===== src/rtl/cursor_pkg.sv =====
// cursor_pkg
//   Shared definitions for the joystick cursor controller:
//     - dir_t        : per-axis stick direction (DIR_NEG / DIR_POS)
//     - DEF_*        : default centre, deadzone, step shift and accumulator full-scale
//     - EDGE_*       : bit positions inside the at_edge flag vector
//     - RUN_*        : run-counter width and the run length at which moves double
//     - accWidth()   : width needed to hold an accumulator value 0..accMax
//   Optional feature macro used by the importing modules: CURSOR_ACCEL_EN.
package cursor_pkg;

    typedef enum logic {
        DIR_NEG = 1'b0,
        DIR_POS = 1'b1
    } dir_t;

    localparam int DEF_CENTER   = 512;
    localparam int DEF_DEADZONE = 16;
    localparam int DEF_SHIFT    = 4;
    localparam int DEF_ACC_MAX  = 31;

    localparam int EDGE_X_MIN = 0;
    localparam int EDGE_X_MAX = 1;
    localparam int EDGE_Y_MIN = 2;
    localparam int EDGE_Y_MAX = 3;

    localparam int RUN_W    = 4;
    localparam int RUN_FAST = 8;

    function automatic int accWidth(input int accMax);
        return $clog2(accMax + 1);
    endfunction

endpackage


===== src/rtl/cursor_axis.sv =====
// cursor_axis
//   One cursor axis: rate accumulator, last-direction register, position
//   register with clamp or wrap at 0/MAX, and (with CURSOR_ACCEL_EN) a run
//   counter that doubles the move size after RUN_FAST consecutive moves.
//   Parameters: POS_W, MAX, RST, INVERT (1 = positive stick moves toward 0), ACC_MAX.
//   Ports:
//     clk50, nreset      clock and synchronous active-low reset
//     tick               update enable; state only changes on tick
//     recenter           forces position to RST and clears the accumulator
//     idle               both axes inside the deadzone
//     wrapMode           0 = clamp at bounds, 1 = wrap around
//     dir, step          this axis's stick direction and accumulator increment
//     pos                current coordinate
//     changeNext         this tick will change pos (combinational, tick-qualified)
//   Optional feature macro: CURSOR_ACCEL_EN.
module cursor_axis
    import cursor_pkg::*;
#(
    parameter int POS_W   = 10,
    parameter int MAX     = 159,
    parameter int RST     = 79,
    parameter bit INVERT  = 1'b0,
    parameter int ACC_MAX = DEF_ACC_MAX,
    parameter int ACC_W   = accWidth(ACC_MAX)
) (
    input  logic             clk50,
    input  logic             nreset,
    input  logic             tick,
    input  logic             recenter,
    input  logic             idle,
    input  logic             wrapMode,
    input  dir_t             dir,
    input  logic [ACC_W-1:0] step,
    output logic [POS_W-1:0] pos,
    output logic             changeNext
);

    localparam int AW1 = ACC_W + 1;

    localparam logic [POS_W-1:0] LIM        = POS_W'(MAX);
    localparam logic [POS_W-1:0] RST_POS    = POS_W'(RST);
    localparam logic [POS_W-1:0] ONE        = POS_W'(1);
    localparam logic [ACC_W-1:0] ACC_FULL   = ACC_W'(ACC_MAX);
    localparam logic [AW1-1:0]   ACC_FULL_W = AW1'(ACC_MAX);

    logic [ACC_W-1:0] acc;
    logic [ACC_W-1:0] accNext;
    logic [AW1-1:0]   accSum;
    logic [POS_W-1:0] posNext;
    logic [POS_W-1:0] target;
    logic [POS_W-1:0] amount;
    logic [POS_W-1:0] headroom;
    logic             moveUp;
    dir_t             lastDir;

`ifdef CURSOR_ACCEL_EN
    logic [RUN_W-1:0] run;
    logic [RUN_W-1:0] runNext;
`endif

    // Candidate position for a move, then the priority chain:
    // recenter > idle > reversal > move when full > accumulate.
    // Overflow is detected from the room left to the bound so that all
    // arithmetic stays POS_W wide; pos is always within 0..MAX.
    always_comb begin
        amount = ONE;
`ifdef CURSOR_ACCEL_EN
        runNext = run;
        if (run >= RUN_W'(RUN_FAST)) begin
            amount = POS_W'(2);
        end
`endif
        moveUp   = (dir == DIR_POS) ^ INVERT;
        headroom = LIM - pos;
        target   = pos;
        if (moveUp) begin
            if (headroom < amount) begin
                target = wrapMode ? (amount - headroom - ONE) : LIM;
            end else begin
                target = pos + amount;
            end
        end else begin
            if (pos < amount) begin
                target = wrapMode ? (LIM - (amount - pos - ONE)) : '0;
            end else begin
                target = pos - amount;
            end
        end

        accSum  = {1'b0, acc} + {1'b0, step};
        accNext = acc;
        posNext = pos;

        if (recenter) begin
            posNext = RST_POS;
            accNext = '0;
`ifdef CURSOR_ACCEL_EN
            runNext = '0;
`endif
        end else if (idle) begin
`ifdef CURSOR_ACCEL_EN
            runNext = '0;
`endif
        end else if (dir != lastDir) begin
            accNext = '0;
`ifdef CURSOR_ACCEL_EN
            runNext = '0;
`endif
        end else if (acc >= ACC_FULL) begin
            accNext = '0;
            posNext = target;
`ifdef CURSOR_ACCEL_EN
            if (run != '1) begin
                runNext = run + 1'b1;
            end
`endif
        end else begin
            accNext = (accSum >= ACC_FULL_W) ? ACC_FULL : accSum[ACC_W-1:0];
        end
    end

    assign changeNext = tick && (posNext != pos);

    // Axis state; direction is latched on every tick so a reversal is seen
    // even across idle or recenter ticks.
    always_ff @(posedge clk50) begin
        if (!nreset) begin
            pos     <= RST_POS;
            acc     <= '0;
            lastDir <= DIR_POS;
`ifdef CURSOR_ACCEL_EN
            run     <= '0;
`endif
        end else if (tick) begin
            pos     <= posNext;
            acc     <= accNext;
            lastDir <= dir;
`ifdef CURSOR_ACCEL_EN
            run     <= runNext;
`endif
        end
    end

endmodule


===== src/rtl/joystick_cursor_ctrl.sv =====
// joystick_cursor_ctrl
//   Converts two raw joystick ADC samples into a bounded 2-D cursor position
//   with rate-proportional motion, optional wrap-around, edge flags and a
//   one-cycle move strobe. Updates happen only on the tick enable.
//   Ports:
//     clk50      system clock
//     nreset     synchronous active-low reset
//     tick       one-cycle update enable
//     recenter   on tick, returns the cursor to X_RST/Y_RST
//     wrap_mode  0 = clamp at bounds, 1 = wrap around
//     adc_x/y    raw unsigned ADC samples
//     mouse_x/y  cursor coordinates
//     moved      pulse the cycle after a tick that changed either coordinate
//     at_edge    {y_max, y_min, x_max, x_min} position-on-bound flags
//   Optional feature macro: CURSOR_ACCEL_EN (double-size moves after a run of 8).
module joystick_cursor_ctrl
    import cursor_pkg::*;
#(
    parameter int ADC_W    = 11,
    parameter int CENTER   = DEF_CENTER,
    parameter int POS_W    = 10,
    parameter int X_MAX    = 159,
    parameter int Y_MAX    = 119,
    parameter int X_RST    = 79,
    parameter int Y_RST    = 59,
    parameter int DEADZONE = DEF_DEADZONE,
    parameter int SHIFT    = DEF_SHIFT,
    parameter int ACC_MAX  = DEF_ACC_MAX
) (
    input  logic             clk50,
    input  logic             nreset,
    input  logic             tick,
    input  logic             recenter,
    input  logic             wrap_mode,
    input  logic [ADC_W-1:0] adc_x,
    input  logic [ADC_W-1:0] adc_y,
    output logic [POS_W-1:0] mouse_x,
    output logic [POS_W-1:0] mouse_y,
    output logic             moved,
    output logic [3:0]       at_edge
);

    localparam int AW    = ADC_W + 1;
    localparam int ACC_W = accWidth(ACC_MAX);

    localparam logic signed [AW-1:0] CENTER_S = AW'(CENTER);
    localparam logic [AW-1:0]        DZ       = AW'(DEADZONE);
    localparam logic [AW-1:0]        STEP_CAP = AW'(ACC_MAX);
    localparam logic [POS_W-1:0]     X_LIM    = POS_W'(X_MAX);
    localparam logic [POS_W-1:0]     Y_LIM    = POS_W'(Y_MAX);

    logic signed [AW-1:0] deltaX;
    logic signed [AW-1:0] deltaY;
    logic [AW-1:0]        magX;
    logic [AW-1:0]        magY;
    logic [AW-1:0]        shiftX;
    logic [AW-1:0]        shiftY;
    logic [ACC_W-1:0]     stepX;
    logic [ACC_W-1:0]     stepY;
    dir_t                 dirX;
    dir_t                 dirY;
    logic                 idle;
    logic                 changeX;
    logic                 changeY;

    // Signed offset from centre, its sign as direction, its magnitude, and a
    // saturated per-tick step; the sample is zero-extended so it never reads
    // as negative.
    always_comb begin
        deltaX = $signed({1'b0, adc_x}) - CENTER_S;
        deltaY = $signed({1'b0, adc_y}) - CENTER_S;
        dirX   = deltaX[AW-1] ? DIR_NEG : DIR_POS;
        dirY   = deltaY[AW-1] ? DIR_NEG : DIR_POS;
        magX   = deltaX[AW-1] ? unsigned'(-deltaX) : unsigned'(deltaX);
        magY   = deltaY[AW-1] ? unsigned'(-deltaY) : unsigned'(deltaY);
        shiftX = magX >> SHIFT;
        shiftY = magY >> SHIFT;
        stepX  = (shiftX > STEP_CAP) ? ACC_W'(ACC_MAX) : shiftX[ACC_W-1:0];
        stepY  = (shiftY > STEP_CAP) ? ACC_W'(ACC_MAX) : shiftY[ACC_W-1:0];
        idle   = (magX < DZ) && (magY < DZ);
    end

    cursor_axis #(
        .POS_W  (POS_W),
        .MAX    (X_MAX),
        .RST    (X_RST),
        .INVERT (1'b0),
        .ACC_MAX(ACC_MAX),
        .ACC_W  (ACC_W)
    ) axisX (
        .clk50     (clk50),
        .nreset    (nreset),
        .tick      (tick),
        .recenter  (recenter),
        .idle      (idle),
        .wrapMode  (wrap_mode),
        .dir       (dirX),
        .step      (stepX),
        .pos       (mouse_x),
        .changeNext(changeX)
    );

    // Y is screen-down positive, so a stick pushed up moves toward 0.
    cursor_axis #(
        .POS_W  (POS_W),
        .MAX    (Y_MAX),
        .RST    (Y_RST),
        .INVERT (1'b1),
        .ACC_MAX(ACC_MAX),
        .ACC_W  (ACC_W)
    ) axisY (
        .clk50     (clk50),
        .nreset    (nreset),
        .tick      (tick),
        .recenter  (recenter),
        .idle      (idle),
        .wrapMode  (wrap_mode),
        .dir       (dirY),
        .step      (stepY),
        .pos       (mouse_y),
        .changeNext(changeY)
    );

    // Move strobe: the axis change flags are already qualified by tick, so
    // this is high only for the cycle after a position-changing tick.
    always_ff @(posedge clk50) begin
        if (!nreset) begin
            moved <= 1'b0;
        end else begin
            moved <= changeX | changeY;
        end
    end

    always_comb begin
        at_edge             = '0;
        at_edge[EDGE_X_MIN] = (mouse_x == '0);
        at_edge[EDGE_X_MAX] = (mouse_x == X_LIM);
        at_edge[EDGE_Y_MIN] = (mouse_y == '0);
        at_edge[EDGE_Y_MAX] = (mouse_y == Y_LIM);
    end

endmodule

===== config.mk =====
export PLATFORM = sky130hd
export DESIGN_NAME = joystick_cursor_ctrl
export DESIGN_NICKNAME = d
export VERILOG_FILES = /design/src/rtl/cursor_pkg.sv /design/src/rtl/cursor_axis.sv /design/src/rtl/joystick_cursor_ctrl.sv
export SDC_FILE = /design/constraint.sdc
export NUM_CORES = 1
export LEC_CHECK = 0
export ABC_AREA = 1
export BUFFER_PORTS_ARGS = -buffer_cell sky130_fd_sc_hd__buf_2
export CAP_MARGIN = 20
export CELL_PAD_IN_SITES_DETAIL_PLACEMENT = 1
export CELL_PAD_IN_SITES_GLOBAL_PLACEMENT = 2
export CORE_MARGIN = 2
export CORE_UTILIZATION = 31
export CTS_CLUSTER_DIAMETER = 50
export DETAILED_ROUTE_END_ITERATION = 7
export PLACE_DENSITY_LB_ADDON = 0.08
export SETUP_SLACK_MARGIN = 0.3
export SYNTH_ARGS = -nofsm -noshare
export SYNTH_HDL_FRONTEND = slang
export SYNTH_SLANG_ARGS = --single-unit

===== constraint.sdc =====
create_clock -name clk50 -period 3.4 [get_ports clk50]
set_input_delay 0.51 -clock clk50 [delete_from_list [all_inputs] [get_ports clk50]]
set_output_delay 0.51 -clock clk50 [all_outputs]
set_load 0.02 [all_outputs]

## Word-level counts from Yosys, hierarchy flattened

Index checks and enable logic that the tools add are counted.

- Add/sub/neg operators: 22
- Order comparisons: 12
- Eq/ne operators: 7
- Muxes and demuxes: 34
- Bitwise logic cells: 1
- Reduce and logical (&&, ||, !) cells: 6

Operators by type and width:

| cell | number |
|---|---|
| $mux 10 | 18 |
| $mux 5 | 12 |
| $sub 10x1->10 const B | 6 |
| $lt 10x1->1 const B | 4 |
| $sub 1x10->10 const A | 4 |
| $lt 12x5->1 const B | 2 |
| $mux 12 | 2 |
| $neg 12->12 | 2 |
| $sub 11x10->12 const B | 2 |
| $add 10x1->10 const B | 2 |
| $logic_not 10->1 | 2 |
| $ne 10x10->1 | 2 |
| $sub 7x10->10 const A | 2 |
| $sub 8x10->10 const A | 2 |
| $gt 8x5->1 const B | 2 |
| $add 5x5->6 | 2 |
| $ge 6x5->1 const B | 2 |
| $eq 10x7->1 const B | 1 |
| $eq 10x8->1 const B | 1 |
| $ge 5x5->1 const B | 2 |
| $logic_and 1x1->1 | 3 |
| $mux 1 | 2 |
| $ne 1x1->1 | 2 |
| $ne 2x2->1 const B | 1 |
| 2 further kinds | 2 |

- Register bits: 33
- Input bits: 27
- Output and inout bits: 25
- Word-level logic and storage cells: 89

## Logic depth before layout (Yosys ltp)

- Depth after elaboration: 13
- Depth in mapped cells: 24
- Mapped depth without buffers: 23

## By module

Synthesis repeated with hierarchy kept, for this count alone.

- Cell total of the unflattened synthesis: 883
- Area, all modules: 5034.8 um2

Modules (own cells, without submodules):

| module | instances | cells each | area each (um2) | seq. area each (um2) |
|---|---|---|---|---|
| cursor_axis at axisY | 1 | 362 | 2102.0 | 320.3 |
| cursor_axis at axisX | 1 | 346 | 2064.5 | 320.3 |
| joystick_cursor_ctrl | 1 | 175 | 868.3 | 20.0 |

## Least setup slack after synthesis

Ideal clock, no wire load.

- Path kind: input -> register
- Start: input adc_y[9]
- End: register axisY.acc[0]
- Setup time: 134 ps
- Arrival time: 2878 ps
- Data required time: 3266 ps
- Slack: 388 ps
- Cell stages on the path: 19
- Buffers on the path: 2
- Path through: inv_1 ha_1 buf_4 buf_2 nand4_1 nand3_1 inv_1 nand2_1 inv_1 nand2_1 ha_1 a21oi_1 and2_1 xor2_1 nor4_1 o31ai_1 nand2_1 a21oi_1 a211oi_2

- Word-level cells in the longest chain between the ends: 12
- Elaborated cells between the ends (all ways): 18
- Those cells by class: add/sub: 3; order compare: 3; eq/ne: 2; mux: 8; reduce/logical: 2

Ends and longest elaborated chain:

| what | RTL line | text |
|---|---|---|
| from (decl) | joystick_cursor_ctrl.sv:36 | `input logic [ADC_W-1:0] adc_y,` |
| $sub 11x10->12 * | joystick_cursor_ctrl.sv:71 | `deltaY = $signed({1'b0, adc_y}) - CENTER_S;` |
| $neg 12->12 | joystick_cursor_ctrl.sv:75 | `magY = deltaY[AW-1] ? unsigned'(-deltaY) : unsigned'(deltaY);` |
| $mux 12 | joystick_cursor_ctrl.sv:75 |  |
| $gt 8x5->1 | joystick_cursor_ctrl.sv:79 | `stepY = (shiftY > STEP_CAP) ? ACC_W'(ACC_MAX) : shiftY[ACC_W-1:0];` |
| $mux 5 | joystick_cursor_ctrl.sv:79 |  |
| $add 5x5->6 | cursor_axis.sv:90 | `accSum = {1'b0, acc} + {1'b0, step};` |
| $ge 6x5->1 | cursor_axis.sv:118 | `accNext = (accSum >= ACC_FULL_W) ? ACC_FULL : accSum[ACC_W-1:0];` |
| $mux 5 | cursor_axis.sv:118 |  |
| $mux 5 | cursor_axis.sv:109 | `end else if (acc >= ACC_FULL) begin` |
| $mux 5 | cursor_axis.sv:104 | `end else if (dir != lastDir) begin` |
| $mux 5 | cursor_axis.sv:100 | `end else if (idle) begin` |
| $mux 5 | cursor_axis.sv:94 | `if (recenter) begin` |
| to (signal assigned) | cursor_axis.sv:136 | `acc <= accNext;` |
| to (decl) | cursor_axis.sv:46 | `logic [ACC_W-1:0] acc;` |

Mark *: on every way between the ends. The rest lies on a longest branch, timed or not. The select of a mux whose other input is x is not followed.
A chain may end at the register's enable or synchronous reset.

## Final worst setup path

- Start: input adc_x[3]
- End: register axisX.acc[1]

- Word-level cells in the longest chain between the ends: 12
- Elaborated cells between the ends (all ways): 18
- Those cells by class: add/sub: 3; order compare: 3; eq/ne: 2; mux: 8; reduce/logical: 2

Ends and longest elaborated chain:

| what | RTL line | text |
|---|---|---|
| from (decl) | joystick_cursor_ctrl.sv:35 | `input logic [ADC_W-1:0] adc_x,` |
| $sub 11x10->12 * | joystick_cursor_ctrl.sv:70 | `deltaX = $signed({1'b0, adc_x}) - CENTER_S;` |
| $neg 12->12 | joystick_cursor_ctrl.sv:74 | `magX = deltaX[AW-1] ? unsigned'(-deltaX) : unsigned'(deltaX);` |
| $mux 12 | joystick_cursor_ctrl.sv:74 |  |
| $gt 8x5->1 | joystick_cursor_ctrl.sv:78 | `stepX = (shiftX > STEP_CAP) ? ACC_W'(ACC_MAX) : shiftX[ACC_W-1:0];` |
| $mux 5 | joystick_cursor_ctrl.sv:78 |  |
| $add 5x5->6 | cursor_axis.sv:90 |  |
| $ge 6x5->1 | cursor_axis.sv:118 |  |
| $mux 5 | cursor_axis.sv:118 |  |
| $mux 5 | cursor_axis.sv:109 |  |
| $mux 5 | cursor_axis.sv:104 |  |
| $mux 5 | cursor_axis.sv:100 |  |
| $mux 5 | cursor_axis.sv:94 |  |
| to (signal assigned) | cursor_axis.sv:136 |  |
| to (decl) | cursor_axis.sv:46 |  |

Marked as above.

==> metrics.cfg <==
[run_status]
status=complete, no violations

[synthesis]
avgSynthCellArea_um2=5.60
syn_inst=882
synth_top_area_share=0.222
synth_edf_count=0
seq_area_frac_synth=0.134
async_reset_ff_frac=0
synth_area_leaders=nand2_1, dfxtp_1, nand3_1
netlist_area_um2=4940
yosys_warnings=0
synth_top_cell_by_area=nand2_1
synth.net_count=940
ys.flop_type=dfxtp_1
ys_seq_elements=33
ys_types=46

[timing]
setup_viol=0
relSlewSlack=0.607
hold_viol_final=0
whs_ps=498
fmax_mhz=348
period_needed_ps=2870
slew_violations=0
worst_slack_ps=527
skew_ps=4.06
finalCritPeriodShare=0.845
tightest_slew_ps=584
rsz0062_at_grt=yes

[route]
via_per_inst=5.06
drtPass1Iterations=4
drt_iter0_drc=205
routed_wl_um=17600
num_vias=5810
drc=0
antenna_left=0
wl_per_cell_um=15.4

[placement]
port_buffers=51
gp_congestion=0.841
dp_slack_ps=-61.2
hpwl_um=14000

[grt]
grt_overflow=0
grt_usage=0.211
grt_pass1_wl_um=28800
grt_max_degree=42
antenna_found_initial=0
grt_pass1_vias=5786

[critical_path]
reg2reg_depth=18
critPathTopFamily=simple AND/OR/NAND/NOR gates
critPathSlowestCell=fa_1
r2r-end=moved
crit_chain=buf_2, nor2_2, nand2_2, nor2_2, nand2_1, nand2_1, nand2_1, nand3_2, nor2_4, nand2_1, ha_1, inv_1, fa_1, o21ai_0, xor2_1, a21boi_2, nand2_1, a21oi_1, a211oi_2
reg2reg_slack_ps=630
path_class=input pin to register
cp_max_fo=4
max_stage_delay_ps=410
cp.required_ps=3560
endpoint_kind=register
cpMostUsedCell=nand2_1
crit-reg2reg-launch=axisY.pos[0]
critPathBufInv=2
worstPathArrival_ps=3030
worst_setup_path_start_kind=input pin

[clock_network]
cts_max_path_buffers=2
cts_buffers=5
cts_max_level=2
cts_tree=done
clk_latency_ps=290
numClockSinks=33
clkTransAtPathRegs_ps=60
root_buffer=clkbuf_16
ctsHoldBuffers=0

[pwr]
p_total_mw=1.70
leakage_nw=2.87
vdd_drop_max_v=0.000184
power_density_nw_per_um2=294

[floorplanning]
dieArea_um2=17000
die_y_um=130
die_x_um=130
core_um2=15700
start_util=0.314
io_pins=52
num_rows=46

[final_layout]
n_antenna_cell=0
final_nets=989
layout-drive-gt1-share=0.157
mostFrequentLayoutCells=nand2_1, nand3_1, inv_1
synthToLayoutAreaGrowth_pct=16.6
final_common_cell=nand2_1

[run]
cap_violations=0

[worst_hold_path]
min_path_cells=2
hp-class=register to register
holdCritStartpoint=axisY.acc[0]
holdPathEnd=axisY.acc[0]

-- per-stage QoR --
step                      setup TNS (ps)  utilization  cell area, µm²  instances
after floorplan                        0            -            4940        882
after global placement                 0        0.346            5440       1135
after detailed placement           -62.8        0.346            5440       1135
after CTS                              0        0.358            5620       1144
after global routing                   0        0.367            5760       1148
final                                  0        0.367            5760       1148
-- where the power goes --
part           internal [mW]  switching, mW  total [mW]
logic                  0.254          0.440       0.694
clock network          0.347          0.195       0.542
registers              0.413         0.0455       0.459
-- worst max path at each step --
stage              from      endpoint  slack [ps]  cells past startpoint
2_1_floorplan  adc_y[9]  axisY.acc[0]         390                     19
3_3_place_gp   adc_x[9]  axisX.acc[1]          70                     17
3_5_place_dp   adc_x[9]  axisX.acc[1]         -60                     17
4_1_cts        adc_y[1]  axisY.acc[0]         340                     24
5_1_grt        adc_y[7]  axisY.acc[0]         210                     24
6_report       adc_x[3]  axisX.acc[1]         530                     19
-- logic make-up after synthesis --
family          count (synthesis)  synth area share
compound gates                 94             0.109
xor+xnor                       30            0.0532
simple gates                  565             0.516
fa+ha+maj                      31            0.0816
flops                          33             0.134
buf+inv                       129             0.107
-- routing by layer --
metal	routed length, µm	GRT usage
met4	260	0.0398
met2	8510	0.372
met1	8430	0.278
met3	446	0.0254
met5	0	0
-- tightest hold or removal path, delay by kind of cell, from the launching register on --
family                 cells  cell delay (ps)
DFF                        1              310
buffers and inverters      1               80
AOI/OAI and AO/OA          1               60
-- synth_stat cells (3+ instances only) --
| library cell | count |
|---|---|
| clkbuf_1 | 9 |
| nor2_1 | 73 |
| and2_1 | 3 |
| nand3_1 | 114 |
| inv_1 | 87 |
| nand2_1 | 292 |
| nand2_2 | 5 |
| buf_2 | 14 |
| xnor2_1 | 5 |
| inv_2 | 5 |
| a21oi_1 | 38 |
| nand3b_1 | 3 |
| buf_4 | 4 |
| clkinv_1 | 5 |
| nor3_1 | 5 |
| o21ai_0 | 34 |
| dfxtp_1 | 33 |
| xor2_1 | 25 |
| nand4_1 | 37 |
| o211ai_1 | 11 |
| ha_1 | 29 |
| nor2_2 | 15 |
| nand3_2 | 5 |
-- final cells by class --
cell class                      instances  area [µm²]
Fill cell                            2206        9950
Multi-Input combinational cell        720        3860
Sequential cell                        33         664
Timing Repair Buffer                   74         428
Inverter                               97         364
Tap cell                              216         270
Clock buffer                            5         125
Clock inverter                          3        46.3
-- state kept, by name, indices dropped and copies added (netlist names) --
signal	cells
axisY.acc	5
axisY.pos	10
axisX.acc	5
axisY.lastDir	1
axisX.lastDir	1
axisX.pos	10
moved	1
-- what timing repair did --
item | in CTS | in global routing
gates resized for setup | 3 | 30
setup endpoints to repair | 2 | 8
buffers inserted | 1 | 4
pin swaps | 1 | 4
No activity file was read; power rests on OpenSTA's default activity.
